===== src/rtl/loop_ctrl.sv =====
// loop_ctrl: BF loop controller; drives the loop stack for '[' / ']' and runs the forward skip-scan.
// Optional feature macro: LOOP_CTRL_HALT_ON_ERR_EN (lock into HALT on any error event).
module loop_ctrl #(
    parameter int unsigned PC_WIDTH         = 16,
    parameter int unsigned STACK_ADDR_WIDTH = 5,
    parameter int unsigned NEST_WIDTH       = 8
) (
    input  logic                      clk,
    input  logic                      rst_n,
    input  logic                      instr_valid,
    input  logic                      is_open,
    input  logic                      is_close,
    input  logic [PC_WIDTH-1:0]       cur_pc,
    input  logic                      cell_zero,
    input  logic [PC_WIDTH-1:0]       stack_top,
    output logic [PC_WIDTH-1:0]       stack_pushd,
    output logic                      stack_push_en,
    output logic                      stack_pop_en,
    output logic                      jump_en,
    output logic [PC_WIDTH-1:0]       jump_pc,
    output logic                      skip,
    output logic [STACK_ADDR_WIDTH:0] depth,
    output logic                      err
);

    localparam int unsigned DEPTH_W = STACK_ADDR_WIDTH + 1;
    localparam logic [DEPTH_W-1:0] MAX_DEPTH = {1'b1, {STACK_ADDR_WIDTH{1'b0}}};

    typedef enum logic [1:0] {
        ST_RUN  = 2'd0,
        ST_SKIP = 2'd1,
        ST_HALT = 2'd2
    } state_t;

    state_t                r_state;
    state_t                w_state_nxt;
    logic [DEPTH_W-1:0]    r_depth;
    logic [DEPTH_W-1:0]    w_depth_nxt;
    logic [NEST_WIDTH-1:0] r_nest;
    logic [NEST_WIDTH-1:0] w_nest_nxt;
    logic                  r_err;
    logic                  w_err_nxt;
    logic                  w_err_evt;

    // is_open has priority when both flags are raised
    logic w_open;
    logic w_close;
    assign w_open  = instr_valid & is_open;
    assign w_close = instr_valid & is_close & ~is_open;

    // State register
    always_ff @(posedge clk or negedge rst_n) begin
        if (!rst_n) begin
            r_state <= ST_RUN;
            r_depth <= '0;
            r_nest  <= '0;
            r_err   <= 1'b0;
        end else begin
            r_state <= w_state_nxt;
            r_depth <= w_depth_nxt;
            r_nest  <= w_nest_nxt;
            r_err   <= w_err_nxt;
        end
    end

    // Next-state logic
    always_comb begin
        w_state_nxt = r_state;
        w_depth_nxt = r_depth;
        w_nest_nxt  = r_nest;
        w_err_nxt   = r_err;
        w_err_evt   = 1'b0;
        case (r_state)
            ST_RUN: begin
                if (w_open) begin
                    if (cell_zero) begin
                        w_state_nxt = ST_SKIP;
                        w_nest_nxt  = NEST_WIDTH'(1);
                    end else if (r_depth == MAX_DEPTH) begin
                        w_err_evt = 1'b1;
                    end else begin
                        w_depth_nxt = r_depth + DEPTH_W'(1);
                    end
                end else if (w_close) begin
                    if (r_depth == '0) begin
                        w_err_evt = 1'b1;
                    end else if (cell_zero) begin
                        w_depth_nxt = r_depth - DEPTH_W'(1);
                    end
                end
            end
            ST_SKIP: begin
                if (w_open) begin
                    if (r_nest == '1) begin
                        w_err_evt = 1'b1;
                    end else begin
                        w_nest_nxt = r_nest + NEST_WIDTH'(1);
                    end
                end else if (w_close) begin
                    if (r_nest == NEST_WIDTH'(1)) begin
                        w_state_nxt = ST_RUN;
                        w_nest_nxt  = '0;
                    end else begin
                        w_nest_nxt = r_nest - NEST_WIDTH'(1);
                    end
                end
            end
`ifdef LOOP_CTRL_HALT_ON_ERR_EN
            ST_HALT: begin
                w_state_nxt = ST_HALT;
            end
`endif
            default: begin
                w_state_nxt = ST_RUN;
            end
        endcase
        if (w_err_evt) begin
            w_err_nxt = 1'b1;
`ifdef LOOP_CTRL_HALT_ON_ERR_EN
            w_state_nxt = ST_HALT;
`endif
        end
    end

    // Mealy outputs; forced low while reset is asserted
    always_comb begin
        stack_pushd   = '0;
        stack_push_en = 1'b0;
        stack_pop_en  = 1'b0;
        jump_en       = 1'b0;
        jump_pc       = '0;
        skip          = 1'b0;
        if (rst_n) begin
            case (r_state)
                ST_RUN: begin
                    if (w_open && !cell_zero && (r_depth != MAX_DEPTH)) begin
                        stack_push_en = 1'b1;
                        stack_pushd   = cur_pc + PC_WIDTH'(1);
                    end else if (w_close && (r_depth != '0)) begin
                        if (cell_zero) begin
                            stack_pop_en = 1'b1;
                        end else begin
                            jump_en = 1'b1;
                            jump_pc = stack_top;
                        end
                    end
                end
                ST_SKIP: begin
                    skip = 1'b1;
                end
`ifdef LOOP_CTRL_HALT_ON_ERR_EN
                ST_HALT: begin
                    skip = 1'b1;
                end
`endif
                default: begin
                    skip = 1'b0;
                end
            endcase
        end
    end

    assign depth = r_depth;
    assign err   = r_err;

endmodule


===== config.mk =====
export PLATFORM = sky130hd
export DESIGN_NAME = loop_ctrl
export DESIGN_NICKNAME = d
export VERILOG_FILES = /design/src/rtl/loop_ctrl.sv
export SDC_FILE = /design/constraint.sdc
export NUM_CORES = 1
export LEC_CHECK = 0
export ABC_AREA = 1
export CAP_MARGIN = 20
export CORE_AREA = 5 5 73 75
export CTS_CLUSTER_DIAMETER = 200
export CTS_CLUSTER_SIZE = 24
export DETAILED_ROUTE_END_ITERATION = 8
export DIE_AREA = 0 0 78 80
export PLACE_DENSITY = 0.9
export SYNTH_ARGS = -nofsm -noshare
export SYNTH_HDL_FRONTEND = slang
export SYNTH_SLANG_ARGS = --single-unit

===== constraint.sdc =====
create_clock -name clk -period 2.1 [get_ports clk]
set_input_delay 0.42 -clock clk [delete_from_list [all_inputs] [get_ports clk]]
set_output_delay 0.42 -clock clk [all_outputs]
set_load 0.1 [all_outputs]

==> flow_summary.toml, run 1 <==
[clock_tree]
cts_tree = "done"
clk_path_buf_depth = 2
clkTransAtPathRegs_ns = 0.07
clock_latency_ns = 0.26
clock-root-buffer = "clkbuf_8"
cts_buffers = 3
htree_levels = 1
cts_num_sinks = 16

[setup_path]
cp-start-kind = "primary input"
worstReg2RegStart = "depth[3]$_DFFE_PN0P_"
reg2reg_depth = 12
worst-path-max-fanout = 3
endpoint_kind = "primary output"
required_ns = 1.68
cp.arrival_ns = 1.97
r2r_setup_slack_ns = -0.07
regToRegEndpoint = "err$_DFFE_PN0P_"
criticalPathCategory = "in2out"

[die]
die_height_microns = 80
initial_core_util_pct = 41.8
dieArea_sq_um = 6240
fp-row-count = 25
io-pin-count = 81
core_sq_um = 4600
dieWidth_microns = 78

[drt]
topRoutingLayerUsed = "met4"
antenna_left = 0
wl_met2_microns = 6550
wl_per_cell_microns = 27.8
drt_wl_total_microns = 14800
via_per_inst = 6.73
first_pass_iters = 9
drtIter0Drc = 709
met1_length_microns = 4770
vias = 3589
post-route-drc-count = 24
met3_length_microns = 2000

[timing]
hold_slack_ns = 0.310
finalMaxSlewViolations = 0
hold_viol_final = 0
finalWorstSetupSlack_ns = -0.290
tightestPinTransition_ns = 0.482
setup_viol = 36
period_share_pct = 114
setup_tns_ns = -5.88
fin_crit_ns = 2.39
slew_headroom_pct = 67.5
rsz0062_at_grt = "true"
final.setup_skew_ns = 0.00166
max_freq_ghz = 0.418

[logic_synthesis]
synth_ff_type = "dfrtp_1"
postSynthAreaPerCell_sq_um = 5.88
synth_edf_count = 0
syn_nets = 373
synthDistinctLibCells = 31
synth-seq-cells = 16
ys_async_sr_fraction_pct = 100
syn_area_sq_um = 1920
synth-seq-area-share_pct = 20.8
ys_warn_count = 0
netlist_instances = 327

[power_and_ir_drop]
finalPower_mw = 3.42
peakVddDrop_uv = 1100
p_leak_nw = 1.99
powerDensity_nw_per_um2 = 789

[outcome]
violations = "design-rule violations, negative setup slack"
status = "finished, violations left"

[grt]
gr-usage-all-layers_pct = 37.7
grt_max_degree = 12
grt_pass1_vias = 3348
grt_overflow = 0
antenna_found_initial = 0
grt_pass1_wl_microns = 18200

[layout]
nFillCells = 128
drive_gt1_share_pct = 48.0
final_cells = 533
nets = 526
syn2layout_area_growth_pct = 126
antenna_cells = 0
fin_util_pct = 94.3
fin_area_sq_um = 4340

[placed_design]
gp_congestion = 0.964
dp_slack_ns = -0.646
dpl.cell_count = 498
port_buffers = 80
dp_hpwl_microns = 6350
place_area_sq_um = 3760

[worst_hold_path]
hold_path.class = "in2async"

[run]
cap_violations = 0
==> power breakdown <==
part           internal [mW]  total (mW)  switching (mW)
registers              0.471       0.709           0.238
clock network          0.167       0.298           0.131
logic                  0.754        2.41            1.66
total                   1.39        3.42            2.03
==> how the worst max path moves through the flow <==
| stage | startpoint | endpoint | slack [ns] | depth (start not counted) |
|---|---|---|---|---|
| floorplan | depth[1]$_DFFE_PN0P_ | stack_pushd[11] | -0.93 | 5 |
| global placement | cur_pc[0] | stack_pushd[12] | -0.47 | 10 |
| detailed placement | cur_pc[0] | stack_pushd[12] | -0.65 | 10 |
| CTS | depth[2]$_DFFE_PN0P_ | jump_en | -0.14 | 8 |
| global route | cur_pc[5] | stack_pushd[14] | -0.41 | 10 |
| finish | cur_pc[5] | stack_pushd[14] | -0.29 | 10 |
==> cell type report <==
cell class | instances | area [sq um] | area share [%]
multi-input cells | 241 | 1790 | 41.2
repair buffers | 152 | 1740 | 40.2
flip-flops and latches | 16 | 424 | 9.78
inverters | 66 | 260 | 6.00
well taps | 54 | 67.6 | 1.56
clock buffers | 4 | 55.1 | 1.27
==> worst max-delay path, cell delays in order <==
cell	delay, ns
clkdlybuf4s15_1	0.24
buf_4	0.18
nand2_1	0.07
nor2_1	0.19
nand2_1	0.19
nor2_2	0.17
nand4_1	0.16
nand2_4	0.13
a21oi_4	0.04
buf_12	0.17
==> metal layers <==
layer | GRT usage (%) | vias to the layer above
met5 | 0 | -
met4 | 25.8 | 0
met3 | 6.43 | 175
met2 | 64.9 | 502
met1 | 42.2 | 1585
li1 | - | 1327
==> registers in the layout, summed over array words and instances, names as in the netlist <==
| name | count |
|---|---|
| depth | 6 |
| r_nest | 8 |
| r_state | 1 |
| err | 1 |
==> cells in the mapped netlist (2+ instances only) <==
library cell	number	area share [%]
nand3b_1	2	0.78
nand3_2	2	1.0
o21ai_1	2	0.52
nand3_1	32	8.3
nand4_1	4	1.3
xor2_1	8	3.6
nand2_1	83	16
dfrtp_1	16	21
nor3_1	3	0.78
nor2_1	52	10
nand2_4	2	1.2
nand4_2	2	1.3
a21oi_1	10	2.6
xnor2_1	3	1.4
ha_1	8	5.2
o22ai_1	2	0.65
inv_1	62	12
nor2_4	2	1.2
inv_2	3	0.59
buf_2	2	0.52
o21ai_0	16	4.2
nor2_2	2	0.65
==> timing repair <==
| action | in CTS | in global routing |
|---|---|---|
| buffers inserted | 24 | 6 |
| hold endpoints to repair | 0 | 0 |
| pin swaps | 34 | 18 |
| resized for setup | 90 | 25 |
| hold buffers | 0 | 0 |
| setup endpoints to repair | 35 | 37 |
| cloned | 3 | 0 |
==> layout by cell type (no fill, tap or decap), types with 5 or more instances in the layout <==
master,instances
nand2_1,68
buf_4,67
inv_1,55
nor2_4,40
buf_12,38
nand3_1,24
clkdlybuf4s50_1,17
o21ai_0,16
nor2_1,13
nand2_2,11
dlygate4sd2_1,10
dfrtp_1,9
inv_2,8
buf_6,8
xor2_1,7
ha_1,7
nand2_4,6
a21oi_1,6
dfrtp_4,6
nand3_2,5
nand3_4,5
==> cell families (layout without fill, tap and decap cells) <==
kind of cell	Yosys count	after routing	share of synthesized area, %
and+or+nand+nor	188	188	44.3
buffers and inverters	70	222	14.6
AOI/OAI and AO/OA	34	34	10.0
DFF	16	16	20.8
xor gates and xnor gates	11	11	5.01
adders and majority gates	8	8	5.21
(Power assumes the default switching activity.)
==> run 2, diff against run 1 <==
Settings changed: ABC_AREA 1 to unset, CORE_AREA 5 5 73 75 to 5 5 71 73, DIE_AREA 0 0 78 80 to 0 0 76 78, RECOVER_POWER set to 100, SLEW_MARGIN set to 20.
==> flow_summary.toml, run 2 <==
[die]
io-pin-count = 81
core_sq_um = 4290
fp-row-count = 24
dieArea_sq_um = 5930
die_height_microns = 78
dieWidth_microns = 76
initial_core_util_pct = 40.5

[timing]
setup_viol = 49
period_share_pct = 131
finalMaxSlewViolations = 0
max_freq_ghz = 0.364
finalWorstSetupSlack_ns = -0.648
hold_viol_final = 0
rsz0062_at_grt = "true"
fin_crit_ns = 2.75
final.setup_skew_ns = 0.00861
tightestPinTransition_ns = 0.676
slew_headroom_pct = 54.6

[setup_path]
crit_chain = "dlygate4sd3_1 -> or3b_4 -> buf_4 -> nor2_4 -> buf_12 -> and2_4 -> buf_12"
endpoint_kind = "primary output"
required_ns = 1.68
slowest_delay_ns = 0.59
r2r_setup_slack_ns = -0.15
critPathSlowestCell = "dlygate4sd3_1"
reg2reg_depth = 6
cp-start-kind = "primary input"
worstReg2RegStart = "depth[1]$_DFFE_PN0P_"
cp.arrival_ns = 2.33
worst_path_most_repeated_cell = "buf_12"
regToRegEndpoint = "depth[1]$_DFFE_PN0P_"
criticalPathCategory = "in2out"
worst-path-max-fanout = 9

[clock_tree]
cts_tree = "done"
clock-root-buffer = "clkbuf_8"
cts_num_sinks = 16
clkTransAtPathRegs_ns = 0.07
postCtsHoldBufs = 0
cts_buffers = 3
clk_path_buf_depth = 2
clock_latency_ns = 0.28
htree_levels = 1

[logic_synthesis]
synth_common_cells = "nor2_1 (23), and2_1 (21), nand2_1 (18)"
synth_ff_type = "dfrtp_1"
synth-seq-area-share_pct = 23.0
syn_nets = 272
syn_area_sq_um = 1740
synth_area_leaders = "dfrtp_1 (23%), and2_1 (7.5%), xnor2_1 (7.5%)"
ys_async_sr_fraction_pct = 100
synth_edf_count = 0
ys_warn_count = 0
synth_top_area_cell = "dfrtp_1"
yosysMostFrequentCell = "nor2_1"
synth_top_area_share_pct = 23.0
netlist_instances = 226
postSynthAreaPerCell_sq_um = 7.70
synth-seq-cells = 16
synthDistinctLibCells = 47

[grt]
gr-usage-all-layers_pct = 31.8
grt_overflow = 0
grt_pass1_vias = 2788
antenna_found_initial = 1
grt_max_degree = 19
grt_pass1_wl_microns = 15200

[power_and_ir_drop]
powerDensity_nw_per_um2 = 854
p_leak_nw = 1.63
finalPower_mw = 3.30
peakVddDrop_uv = 1370

[drt]
drt_wl_total_microns = 12100
via_per_inst = 6.89
post-route-drc-count = 0
wl_per_cell_microns = 28.7
antenna_left = 0
vias = 2909
drtIter0Drc = 562
first_pass_iters = 7

[run]
cap_violations = 0

[layout]
nFillCells = 162
multi_input_area_sq_um = 1520
drive_gt1_share_pct = 51.1
seqCellArea_sq_um = 414
top_register = "r_nest"
layout_common_cells = "buf_4 (58), buf_12 (42), clkdlybuf4s50_1 (29)"
fin_area_sq_um = 3870
nets = 417
final_common_cell = "buf_4"
antenna_cells = 0
syn2layout_area_growth_pct = 122
largest_reg_flops = 8

[worst_hold_path]
hold_path.class = "reg2reg"
holdPathStages = 2
hold_end = "err$_DFFE_PN0P_"
holdCritStartpoint = "err$_DFFE_PN0P_"

[placed_design]
gp_congestion = 0.950
dp_hpwl_microns = 6100
place_area_sq_um = 3520
port_buffers = 80

[outcome]
status = "finished, violations left"
violations = "negative setup slack"
==> run 2: timing repair <==
| item | 4_1_cts | 5_1_grt |
|---|---|---|
| resized for setup | 30 | 16 |
| pin swaps | 12 | 8 |
| setup endpoints to repair | 41 | 44 |
| cloned | 1 | 0 |
| buffers inserted | 5 | 8 |
==> run 2: kinds of logic after synthesis <==
group	synth area share (%)
mux	2.66
buf+inv	6.04
simple gates	32.7
fa+ha+maj	5.75
flops	23.0
xor+xnor	10.1
compound gates	19.8
==> run 2: area by class of cell <==
cell class	instances	area share (%)
inverters	13	1.46
flip-flops and latches	16	10.7
multi-input cells	190	39.3
clock buffers	4	1.42
repair buffers	147	45.4
well taps	52	1.68
==> run 2: per-stage QoR <==
stage	utilization, %	cells	TNS [ns]	setup slack [ns]	hold WS (ns)
after global routing	90.1	422	-24.71	-0.720	0.596
after CTS	87.3	415	-16.19	-0.515	0.507
after floorplan	-	226	-14.16	-0.499	0.124
after detailed placement	82.1	406	-20.17	-0.554	0.491
final	90.1	422	-21.78	-0.648	0.556
after global placement	82.1	406	-18.12	-0.504	0.474
==> run 2: worst max path at each step <==
stage | from | to | slack, ns | depth (start not counted)
detailed placement | cur_pc[0] | stack_pushd[12] | -0.55 | 8
CTS | depth[2]$_DFFE_PN0P_ | stack_pushd[1] | -0.51 | 7
finish | rst_n | jump_pc[1] | -0.65 | 7
floorplan | depth[2]$_DFFE_PN0P_ | stack_pushd[1] | -0.50 | 6
global placement | rst_n | stack_pushd[1] | -0.50 | 8
global route | depth[2]$_DFFE_PN0P_ | jump_pc[4] | -0.72 | 7
==> run 2: where the power goes <==
part / leakage [nW] / internal [mW] / switching (mW)
clock: 0.0288 / 0.168 / 0.150
combinational: 1.41 / 0.837 / 1.51
sequential: 0.186 / 0.449 / 0.192
total: 1.63 / 1.45 / 1.85
==> run 2: critical path, delay by kind of cell <==
kind / cells / cell delay [ns]
buffers and inverters: 4 / 1.08
and+or+nand+nor: 3 / 0.81
==> run 2: metal layers <==
layer	track usage (%)	up-vias	part of all wire, %
met2	58.9	343	47
met4	19.8	0	11
li1	-	1091	-
met1	32.9	1338	31
met3	5.67	137	11
met5	0	-	0
